**src/rtl/pll_clock_manager.sv**
```systemverilog
// pll_clock_manager
//   Turns the raw PLL clock and lock into a safe system clock domain.
//   PLL lock is synchronised and filtered. SYS_RESET is held until lock has
//   been stable for LOCK_FILTER cycles, and then for RESET_HOLD more cycles.
//   In RUN, CHANNELS phase accumulators produce fractional clock-enable
//   pulses. Each increment can be reprogrammed at runtime. When lock is lost
//   in RUN, the loss is counted and the domain goes back into reset.
//
// Ports
//   CLK             in   PLL output clock (only clock)
//   RESET           in   synchronous active-high reset
//   PLL_LOCK        in   raw PLL lock, asynchronous to CLK
//   INC_WE          in   increment write strobe
//   INC_SEL         in   channel select for the increment write
//   INC_DATA        in   new increment value
//   CE              out  one-cycle clock-enable pulses, one bit per channel
//   SYS_RESET       out  synchronous active-high reset for downstream logic
//   READY           out  high while in RUN
//   LOCK_LOST_COUNT out  saturating count of lock losses seen in RUN
module pll_clock_manager #(
    parameter int                            CHANNELS    = 2,
    parameter int                            ACC_WIDTH   = 24,
    parameter int                            LOCK_FILTER = 1024,
    parameter int                            RESET_HOLD  = 16,
    parameter logic [CHANNELS*ACC_WIDTH-1:0] INC_INIT    = '0
) (
    input  logic                                                CLK,
    input  logic                                                RESET,
    input  logic                                                PLL_LOCK,
    input  logic                                                INC_WE,
    input  logic [((CHANNELS > 1) ? $clog2(CHANNELS) : 1)-1:0] INC_SEL,
    input  logic [ACC_WIDTH-1:0]                                INC_DATA,
    output logic [CHANNELS-1:0]                                 CE,
    output logic                                                SYS_RESET,
    output logic                                                READY,
    output logic [7:0]                                          LOCK_LOST_COUNT
);

    localparam int SEL_W   = (CHANNELS > 1) ? $clog2(CHANNELS) : 1;
    localparam int CNT_MAX = (LOCK_FILTER > RESET_HOLD) ? LOCK_FILTER : RESET_HOLD;
    localparam int CNT_W   = $clog2(CNT_MAX + 1);

    typedef enum logic [1:0] {
        WAIT_LOCK,
        FILTER,
        HOLD,
        RUN
    } state_e;

    state_e                 state_q;
    logic [CNT_W-1:0]       cnt_q;
    logic                   sync1_q;
    logic                   sync2_q;
    logic [7:0]             lost_q;
    logic [CHANNELS-1:0]    ce_q;
    logic [ACC_WIDTH-1:0]   acc_q [CHANNELS];
    logic [ACC_WIDTH-1:0]   inc_q [CHANNELS];
    logic [ACC_WIDTH:0]     sum_d [CHANNELS];
    logic                   lock_s;
    logic                   acc_run;

    assign lock_s = sync2_q;

    // Accumulators advance only on edges where RUN is held. The edge that
    // leaves RUN clears them.
    assign acc_run = (state_q == RUN) && lock_s;

    // The carry out of the (ACC_WIDTH+1)-bit sum is the clock-enable.
    always_comb begin
        for (int unsigned i = 0; i < CHANNELS; i++) begin
            sum_d[i] = {1'b0, acc_q[i]} + {1'b0, inc_q[i]};
        end
    end

    always_ff @(posedge CLK) begin
        if (RESET) begin
            state_q <= WAIT_LOCK;
            cnt_q   <= '0;
            sync1_q <= 1'b0;
            sync2_q <= 1'b0;
            lost_q  <= '0;
            ce_q    <= '0;
            for (int unsigned i = 0; i < CHANNELS; i++) begin
                acc_q[i] <= '0;
                inc_q[i] <= INC_INIT[i*ACC_WIDTH +: ACC_WIDTH];
            end
        end else begin
            sync1_q <= PLL_LOCK;
            sync2_q <= sync1_q;

            case (state_q)
                WAIT_LOCK: begin
                    if (lock_s) begin
                        state_q <= FILTER;
                        cnt_q   <= '0;
                    end
                end
                FILTER: begin
                    if (!lock_s) begin
                        state_q <= WAIT_LOCK;
                    end else if (cnt_q == CNT_W'(LOCK_FILTER - 1)) begin
                        state_q <= HOLD;
                        cnt_q   <= '0;
                    end else begin
                        cnt_q <= cnt_q + CNT_W'(1);
                    end
                end
                HOLD: begin
                    if (!lock_s) begin
                        state_q <= WAIT_LOCK;
                    end else if (cnt_q == CNT_W'(RESET_HOLD - 1)) begin
                        state_q <= RUN;
                    end else begin
                        cnt_q <= cnt_q + CNT_W'(1);
                    end
                end
                RUN: begin
                    if (!lock_s) begin
                        state_q <= WAIT_LOCK;
                        if (lost_q != 8'hFF) begin
                            lost_q <= lost_q + 8'd1;
                        end
                    end
                end
                default: state_q <= WAIT_LOCK;
            endcase

            // The increment write takes effect from the next edge. The sum on
            // this edge still uses the old increment. Out-of-range selects
            // match no channel, so those writes are dropped.
            for (int unsigned i = 0; i < CHANNELS; i++) begin
                if (INC_WE && (INC_SEL == SEL_W'(i))) begin
                    inc_q[i] <= INC_DATA;
                end
                if (acc_run) begin
                    acc_q[i] <= sum_d[i][ACC_WIDTH-1:0];
                    ce_q[i]  <= sum_d[i][ACC_WIDTH];
                end else begin
                    acc_q[i] <= '0;
                    ce_q[i]  <= 1'b0;
                end
            end
        end
    end

    assign CE              = ce_q;
    assign SYS_RESET       = (state_q != RUN);
    assign READY           = (state_q == RUN);
    assign LOCK_LOST_COUNT = lost_q;

endmodule

```
**config.mk**
```make
export PLATFORM = sky130hd
export DESIGN_NAME = pll_clock_manager
export DESIGN_NICKNAME = d
export VERILOG_FILES = /design/src/rtl/pll_clock_manager.sv
export SDC_FILE = /design/constraint.sdc
export NUM_CORES = 1
export LEC_CHECK = 0
export ABC_AREA = 1
export BUFFER_PORTS_ARGS = -buffer_cell sky130_fd_sc_hd__buf_2
export CORE_ASPECT_RATIO = 0.8
export CORE_MARGIN = 2
export CORE_UTILIZATION = 60
export CTS_CLUSTER_SIZE = 14
export DETAILED_ROUTE_END_ITERATION = 10
export PLACE_DENSITY = 0.81
export RECOVER_POWER = 25
export SLEW_MARGIN = 5
export SYNTH_ARGS = -nofsm -noshare
export SYNTH_HDL_FRONTEND = slang
export SYNTH_SLANG_ARGS = --single-unit
```
**constraint.sdc**
```tcl
create_clock -name CLK -period 7.3 [get_ports CLK]
set_input_delay 0.365 -clock CLK [delete_from_list [all_inputs] [get_ports CLK]]
set_output_delay 0.365 -clock CLK [all_outputs]
set_load 0.02 [all_outputs]
```
==> metrics.md, run 1 <==
| Metric | Value |
|---|---|
| Peak Freq | 0.268 GHz |
| HPWL Detailed | 13900 um |
| Yosys top cell by area | edfxtp_1 |
| Port Buf Inserts | 40 |
| Commonest cells post-synth | nand2_1, inv_1, nor2_1 |
| Placer Congestion | just under 1 |
| Hold wc startpoint | PLL_LOCK |
| Synth unique cells | 32 |
| #FFs+latches synth | 121 |
| Combined area of the multi-input logic cells | 3950 um2 |
| Vias in the first global route | between 6k and 7k |
| Clk buf depth | 2 |
| CP Launch Type | flop |
| Synth Flop Type | edfxtp_1 |
| Met3 usage | 0.0638 |
| Worst path depth | 6 |
| IO Pins | roughly 40 |
| Worst reg2reg startpoint | state_q[0] |
| Die Area | ~14000 um2 |
| CP max stage delay | 1.56 ns |
| Worst R2R Path Depth | 6 |
| Layout fillers | 1119 |
| Layout cells sized above 1 | 0.0548 |
| Post-Syn Instances | roughly 1.2k |
| WL/cell | 13.3 um |
| Post-synth ARST share | 0 |
| Ranking of synthesized cells by area | edfxtp_1, nand2_1, dfxtp_1 |
| RSZ-0062 raised after global routing | false |
| Setup Skew | 0.00895 ns |
| Crit end category | flop |
| Global-route wire length before repair | a little over 30000 um |
| GR peak layer | met2 |
| Slew Limit Fails | just over 40 |
| Core Area | 12900 um2 |
| Yosys warnings | 0 |
| EDFF count, synth | 72 |
| R2r setup slk | 3.57 ns |
| Initial Util | 0.614 |
| Met1 Use GR | 0.402 |
| Final Hold Vio Count | 0 |
| Chip width | roughly 130 um |
| TNS Setup | 0 ns |
| Drt via density | 5.11 |
| Later-pin clock latency in the skew report | 0.43 ns |
| Number of antenna cells inserted | 0 |
| Hold buffer count at cts | 0 |
| Hold Worst Slack | 0.146 ns |
| Nets | 1312 |
| Setup crit end | acc_q[0][2] |
| Delay-heaviest family, CP | buffers and inverters |
| Row cnt | 37 |
| Worst Path Max Fanout | 40 |
| Failing checks | max-capacitance violations, max-slew violations |
| VDD IR max | 0.000173 V |
| Slowest library cell on the worst path | clkbuf_1 |
| CP Launch Point | state_q[0] |
| Total Routing Usage GR | 0.280 |
| Post-layout min period | 3.73 ns |
| Power density over cell area | 210 nW/um2 |
| Worst-path clk slew | around 0.050 ns |
| Clock root cell | clkbuf_16 |
| Mapped cell area | 7900 um2 |
| Most common cell in the netlist | nand2_1 |
| GR met2 Demand/Resource | 0.418 |
| Clock tree sinks | 121 |
| Layout Utilization | 0.691 |
| Die height | 107 um |
| Max Cap Viol | 1 |
| Grt ovf | 0 |
| Avg Cell Area, Syn | ~6.9 um2 |
| Syn-to-layout area delta | 12.5% |
| Period utilization | 0.511 |
| Relative slew slack | -0.454 |
| Top-area cell type share of the netlist area | 0.274 |
| Post-CTS sizing | 0 |
| Pin count of the biggest net entering global routing | slightly above 40 |
| Critical Path AT | 3.94 ns |
| Data required, critical path | 7.51 ns |
| Worst Hold Class | primary input to flop |
| TritonRoute pass-1 iters | 5 |
| Worst Max-Slew Pin Slew | 2.18 ns |
| Buf/Inv on CP | 2 |
| Leakage | 4.63 nW |
| CTS tree | yes |
| Setup-failing EPs final | 0 |
| R2r endpoint | acc_q[0][2] |
| Status | finished, violations left |
| Initial antenna violation count | 0 |
| Seq/Total Area, Yosys | 0.398 |
| Crit-path cells | ha_1 > nand2_1 > nor2_2 > clkbuf_1 > inv_1 > nor3b_1 |
| Sequential Area | 3140 um2 |
| CTS buffer count | 17 |
| # DRC | 0 |
| CP Class | flop to flop |
| Post-CTS setup buffer count | 0 |
| Number of H-tree levels | 4 |
| DRT antenna net count | 0 |
| DR vias | 7237 |
| Starting DRC count in detailed routing | 665 |
| WL final | 18800 um |
-- layout by cell type, fill, tap and decap left out, drive strengths merged --
cell type,count
a21oi,64
and2,2
buf,27
clkbuf,33
clkinv,5
clkinvlp,5
conb,24
dfxtp,49
edfxtp,72
fa,2
ha,54
inv,228
nand2,394
nand3,62
nand3b,4
nand4,15
nor2,155
nor3,9
nor3b,2
o211ai,1
o21a,7
o21ai,16
o31ai,2
or2,2
xnor2,4
xor2,2
-- tightest hold or removal path, cell delays in order --
cell    delay, ns
buf_2        0.09
inv_1        0.04
nor2_1       0.03
-- state kept, by name, summed over array words and instances, names as in the netlist --
signal,count
lock_s,1
cnt_q,11
acc_q,48
sync1_q,1
CE,2
state_q,2
LOCK_LOST_COUNT,8
inc_q,48
-- routing by layer --
layer / vias up / wire length [um]
met5: - / 0
met4: 0 / 338
met3: 25 / 1560
met2: 299 / 8000
met1: 3188 / 8910
li1: 3725 / -
-- area by class of cell --
type | count | share of cell area
clock buffers | 18 | 0.0483
clock inverters | 14 | 0.0131
inverters | 224 | 0.0946
multi-input cells | 821 | 0.444
flip-flops and latches | 121 | 0.354
well taps | 175 | 0.0246
repair buffers | 42 | 0.0215
-- cell families after synthesis --
kind of cell | synth area share
compound gates | 0.0602
xor+xnor | 0.00665
fa+ha+maj | 0.0905
buf+inv | 0.113
flops | 0.398
other cells | 0.000474
simple gates | 0.332
-- power breakdown --
part | total [mW] | leakage, nW | internal, mW | switching [mW]
Sequential | 0.788 | 1.13 | 0.766 | 0.0224
Combinational | 0.310 | 3.25 | 0.0977 | 0.212
Clock | 0.772 | 0.251 | 0.439 | 0.333
-- through the flow --
stage / worst slack [ns] / instances / total power [mW] / cell area, um2
after detailed placement: 5.09 / 1383 / 1.10 / 8380
after global placement: 5.18 / 1383 / 1.10 / 8380
after CTS: 5.08 / 1415 / 1.87 / 8930
final: 3.57 / 1415 / 1.87 / 8890
after floorplan: 4.74 / 1176 / 1.03 / 7990
after global routing: 3.41 / 1415 / 1.95 / 8890
-- worst min-delay path by stage --
stage | cells after the start | endpoint
2_1_floorplan | 2 | lock_s
3_3_place_gp | 2 | lock_s
3_5_place_dp | 2 | lock_s
4_1_cts | 3 | sync1_q
5_1_grt | 3 | sync1_q
6_report | 3 | sync1_q
(Power assumes the default switching activity.)
==> run 2: changes to the inputs <==
--- a/config.mk
+++ b/config.mk
@@ -5,14 +5,14 @@
 export SDC_FILE = /design/constraint.sdc
 export NUM_CORES = 1
 export LEC_CHECK = 0
-export ABC_AREA = 1
+export ABC_AREA = 0
 export BUFFER_PORTS_ARGS = -buffer_cell sky130_fd_sc_hd__buf_2
 export CORE_ASPECT_RATIO = 0.8
 export CORE_MARGIN = 2
 export CORE_UTILIZATION = 60
 export CTS_CLUSTER_SIZE = 14
 export DETAILED_ROUTE_END_ITERATION = 10
-export PLACE_DENSITY = 0.81
+export PLACE_DENSITY = 0.82
 export RECOVER_POWER = 25
 export SLEW_MARGIN = 5
 export SYNTH_ARGS = -nofsm -noshare
==> constraint.sdc (replaced) <==
create_clock -name CLK -period 3.5 [get_ports CLK]
set_input_delay 0.175 -clock CLK [delete_from_list [all_inputs] [get_ports CLK]]
set_output_delay 0.175 -clock CLK [all_outputs]
set_load 0.02 [all_outputs]
==> metrics.md, run 2 <==
| Metric | Value |
|---|---|
| Initial Util | 0.612 (-0.00216) |
| Peak Freq | 0.369 GHz (+37%) |
| Die height | 97.9 um (-8.2%) |
| #FFs+latches synth | 121 (unchanged) |
| Worst R2R Path Depth | 9 (+3) |
| DRT antenna net count | 0 (unchanged) |
| Post-synth ARST share | 0 (unchanged) |
| Nets | 791 (-40%) |
| Top Registers | acc_q: 48 flops, inc_q: 48 flops, cnt_q: 11 flops |
| Layout cells sized above 1 | 0.107 (+0.0523) |
| Period utilization | 0.775 (+0.264) |
| Pin count of the biggest net entering global routing | 41 (unchanged) |
| Placed cells | 830 (-40%) |
| Commonest non-fill, non-tap cell in the layout | nor2_1 |
| Synth Flop Type | edfxtp_1 |
| Row cnt | 34 (-8.1%) |
| TritonRoute pass-1 iters | 6 (+1) |
| Setup-failing EPs final | 0 (unchanged) |
| Drt via density | 5.86 (+15%) |
| Leakage | 3.15 nW (-32%) |
| CP Launch Type | flop |
| Starting DRC count in detailed routing | 480 (-28%) |
| Max Cap Viol | 0 (-1) |
| Sequential power share | 0.428 (+0.007) |
| Initial antenna violation count | 0 (unchanged) |
| Relative slew slack | 0.214 (+0.668) |
| Post-Syn Instances | 642 (-44%) |
| Switching share of power | 0.247 (-0.0563) |
| WL final | 14300 um (-24%) |
| Commonest cells post-synth | nor2_1, edfxtp_1, ha_1 |
| Crit end category | flop |
| Grt ovf | 0 (unchanged) |
| Vias in the first global route | 4935 (-25%) |
| Chip width | 121 um (-8.3%) |
| Ranking of synthesized cells by area | edfxtp_1, dfxtp_1, ha_1 |
| CP Class | flop to flop |
| Layout fillers | 769 (-31%) |
| Clk pwr share | 0.468 (+0.055) |
| WL/cell | 16.6 um (+25%) |
| Combined area of the multi-input logic cells | 3430 um2 (-13%) |
| Sequential Area | 3140 um2 (unchanged) |
| Worst-path clk slew | 0.06 ns (about the same) |
| CTS tree | yes |
| Yosys top cell by area | edfxtp_1 |
| Yosys warnings | 0 (unchanged) |
| Core Area | 10800 um2 (-16%) |
| Overall Power | 3.77 mW (+100%) |
| IO Pins | 41 (unchanged) |
| Hold Worst Slack | 0.0535 ns (-0.0930 ns) |
| Later-pin clock latency in the skew report | 0.42 ns (about the same) |
| Worst Hold Class | primary input to flop |
| Setup Skew | 0.0152 ns (+0.00628 ns) |
| Layout Utilization | 0.702 (+0.0115) |
| Clock tree sinks | 121 (unchanged) |
| R2r setup slk | 0.79 ns (-2.78 ns) |
| CTS buffer count | 17 (unchanged) |
| R2r endpoint | acc_q[0][22] |
| Power density over cell area | 497 nW/um2 (+140%) |
| Port Buf Inserts | 40 (unchanged) |
| TNS Setup | 0 ns (unchanged) |
| CP Launch Point | inc_q[0][0] |
| Clock root cell | clkbuf_16 |
| Switch Pwr | 0.933 mW (+64%) |
| Synth unique cells | 64 (+100%) |
| Seq/Total Area, Yosys | 0.475 (+0.0777) |
| Post-layout min period | 2.71 ns (-1.02 ns) |
| Total Routing Usage GR | 0.258 (-0.0225) |
| EDFF count, synth | 72 (unchanged) |
| Avg Cell Area, Syn | 10.3 um2 (+50%) |
| RSZ-0062 raised after global routing | false |
| # DRC | 0 (unchanged) |
| Worst reg2reg startpoint | inc_q[0][0] |
| Worst Max-Slew Pin Slew | 1.18 ns (-1.00 ns) |
| DR vias | 5058 (-30%) |
| Placer Congestion | 0.863 (-12%) |
| Final Hold Vio Count | 0 (unchanged) |
| Worst Path Max Fanout | 4 (-90%) |
| Number of antenna cells inserted | 0 (unchanged) |
| Global-route wire length before repair | 23900 um (-23%) |
| Top-area cell type share of the netlist area | 0.327 (+0.0534) |
| Status | finished clean |
| Setup crit end | acc_q[0][22] |
| Number of H-tree levels | 4 (unchanged) |
| Clk buf depth | 2 (unchanged) |
| Critical Path AT | 2.85 ns (-1.09 ns) |
| Data required, critical path | 3.64 ns (-3.87 ns) |
| Die Area | 11900 um2 (-16%) |
| Fin cells | 863 (-39%) |
| HPWL Detailed | 9870 um (-29%) |
| VDD IR max | 0.000385 V (+120%) |
| Post-CTS sizing | 0 (unchanged) |
| Int Power | 2.84 mW (+120%) |
| Mapped cell area | 6610 um2 (-16%) |
| Slew Limit Fails | 0 (-100%) |
| Most frequent cells in the layout | nor2_1, edfxtp_1, ha_1, dfxtp_1, a21oi_1 |
| Most common cell in the netlist | nor2_1 |
| Syn-to-layout area delta | 14.8% |
| Combinational power share | 0.104 (-0.062) |
==> run 2: cell count changes after synthesis, sizes merged, moves of 9 or more <==
cell	before	now
a211oi	0	9
a21o	0	21
a21oi	64	52
a31oi	0	10
and2	2	35
clkbuf	5	18
inv	223	13
nand2	394	44
nand3	62	19
nor2	155	77
xnor2	4	22
xor2	2	27
==> run 2: cell families (layout without fill, tap and decap cells) <==
logic type / after synthesis / after routing / synth area share
AO/OA/AOI/OAI: 149 / 149 / 0.152
XOR/XNOR: 49 / 49 / 0.0649
adder cells (fa/ha/maj): 56 / 56 / 0.108
buffers and inverters: 33 / 87 / 0.0195
flip-flops: 121 / 121 / 0.475
multiplexers: 6 / 6 / 0.00908
other: 1 / 24 / 0.000567
AND/OR/NAND/NOR: 227 / 227 / 0.170
==> run 2: how the worst min path moves through the flow <==
stage | start | to | slack [ns] | cells past startpoint
after floorplan | PLL_LOCK | sync1_q | 0.30 | 1
after global placement | PLL_LOCK | sync1_q | 0.39 | 2
after detailed placement | PLL_LOCK | sync1_q | 0.40 | 2
after CTS | INC_DATA[17] | inc_q[0][17] | 0.05 | 2
after global routing | INC_DATA[17] | inc_q[0][17] | 0.06 | 2
final | INC_DATA[17] | inc_q[0][17] | 0.05 | 2
==> run 2: metrics by stage <==
step                cell area, um2  worst slack [ns]
finish                        7590             0.787
global placement              7010             0.926
detailed placement            7010             0.830
CTS                           7600             0.826
floorplan                     6700              1.13
global route                  7590             0.515
==> run 2: power groups by stage <==
stage	Clock [mW]	Sequential, mW	Combinational (mW)
after floorplan	0	1.62	0.299
after global placement	0	1.64	0.364
after detailed placement	0	1.64	0.380
after CTS	1.78	1.61	0.385
after global routing	1.84	1.62	0.437
final	1.77	1.61	0.393
==> run 2: what timing repair did <==
item                                   in CTS  in global routing
buffers inserted                            0                  0
hold buffers                                1                  0
endpoints found under the hold margin       1                  0
==> run 2: worst max-delay path, cell delays in order (launching register included) <==
cell	delay, ns
edfxtp_1	0.38
ha_1	0.24
fa_1	0.41
a21oi_1	0.26
o211ai_1	0.16
nand4_1	0.19
nand2_1	0.11
a2111oi_1	0.43
xor2_1	0.19
nor2_1	0.06
==> run 2: layer usage <==
layer  track usage  routed length, um  vias up
li1              -                  -     2457
met1         0.348               6490     2421
met2         0.408               6830      155
met3        0.0485                663       25
met4         0.116                311        0
met5             0                  0        -
==> run 2: cell type report <==
type	instances	area share
timing repair buffer	42	0.0269
clock buffer	18	0.0566
sequential	121	0.414
inverter	13	0.00643
tap	144	0.0237
multi-input combinational	511	0.452
clock inverter	14	0.0206
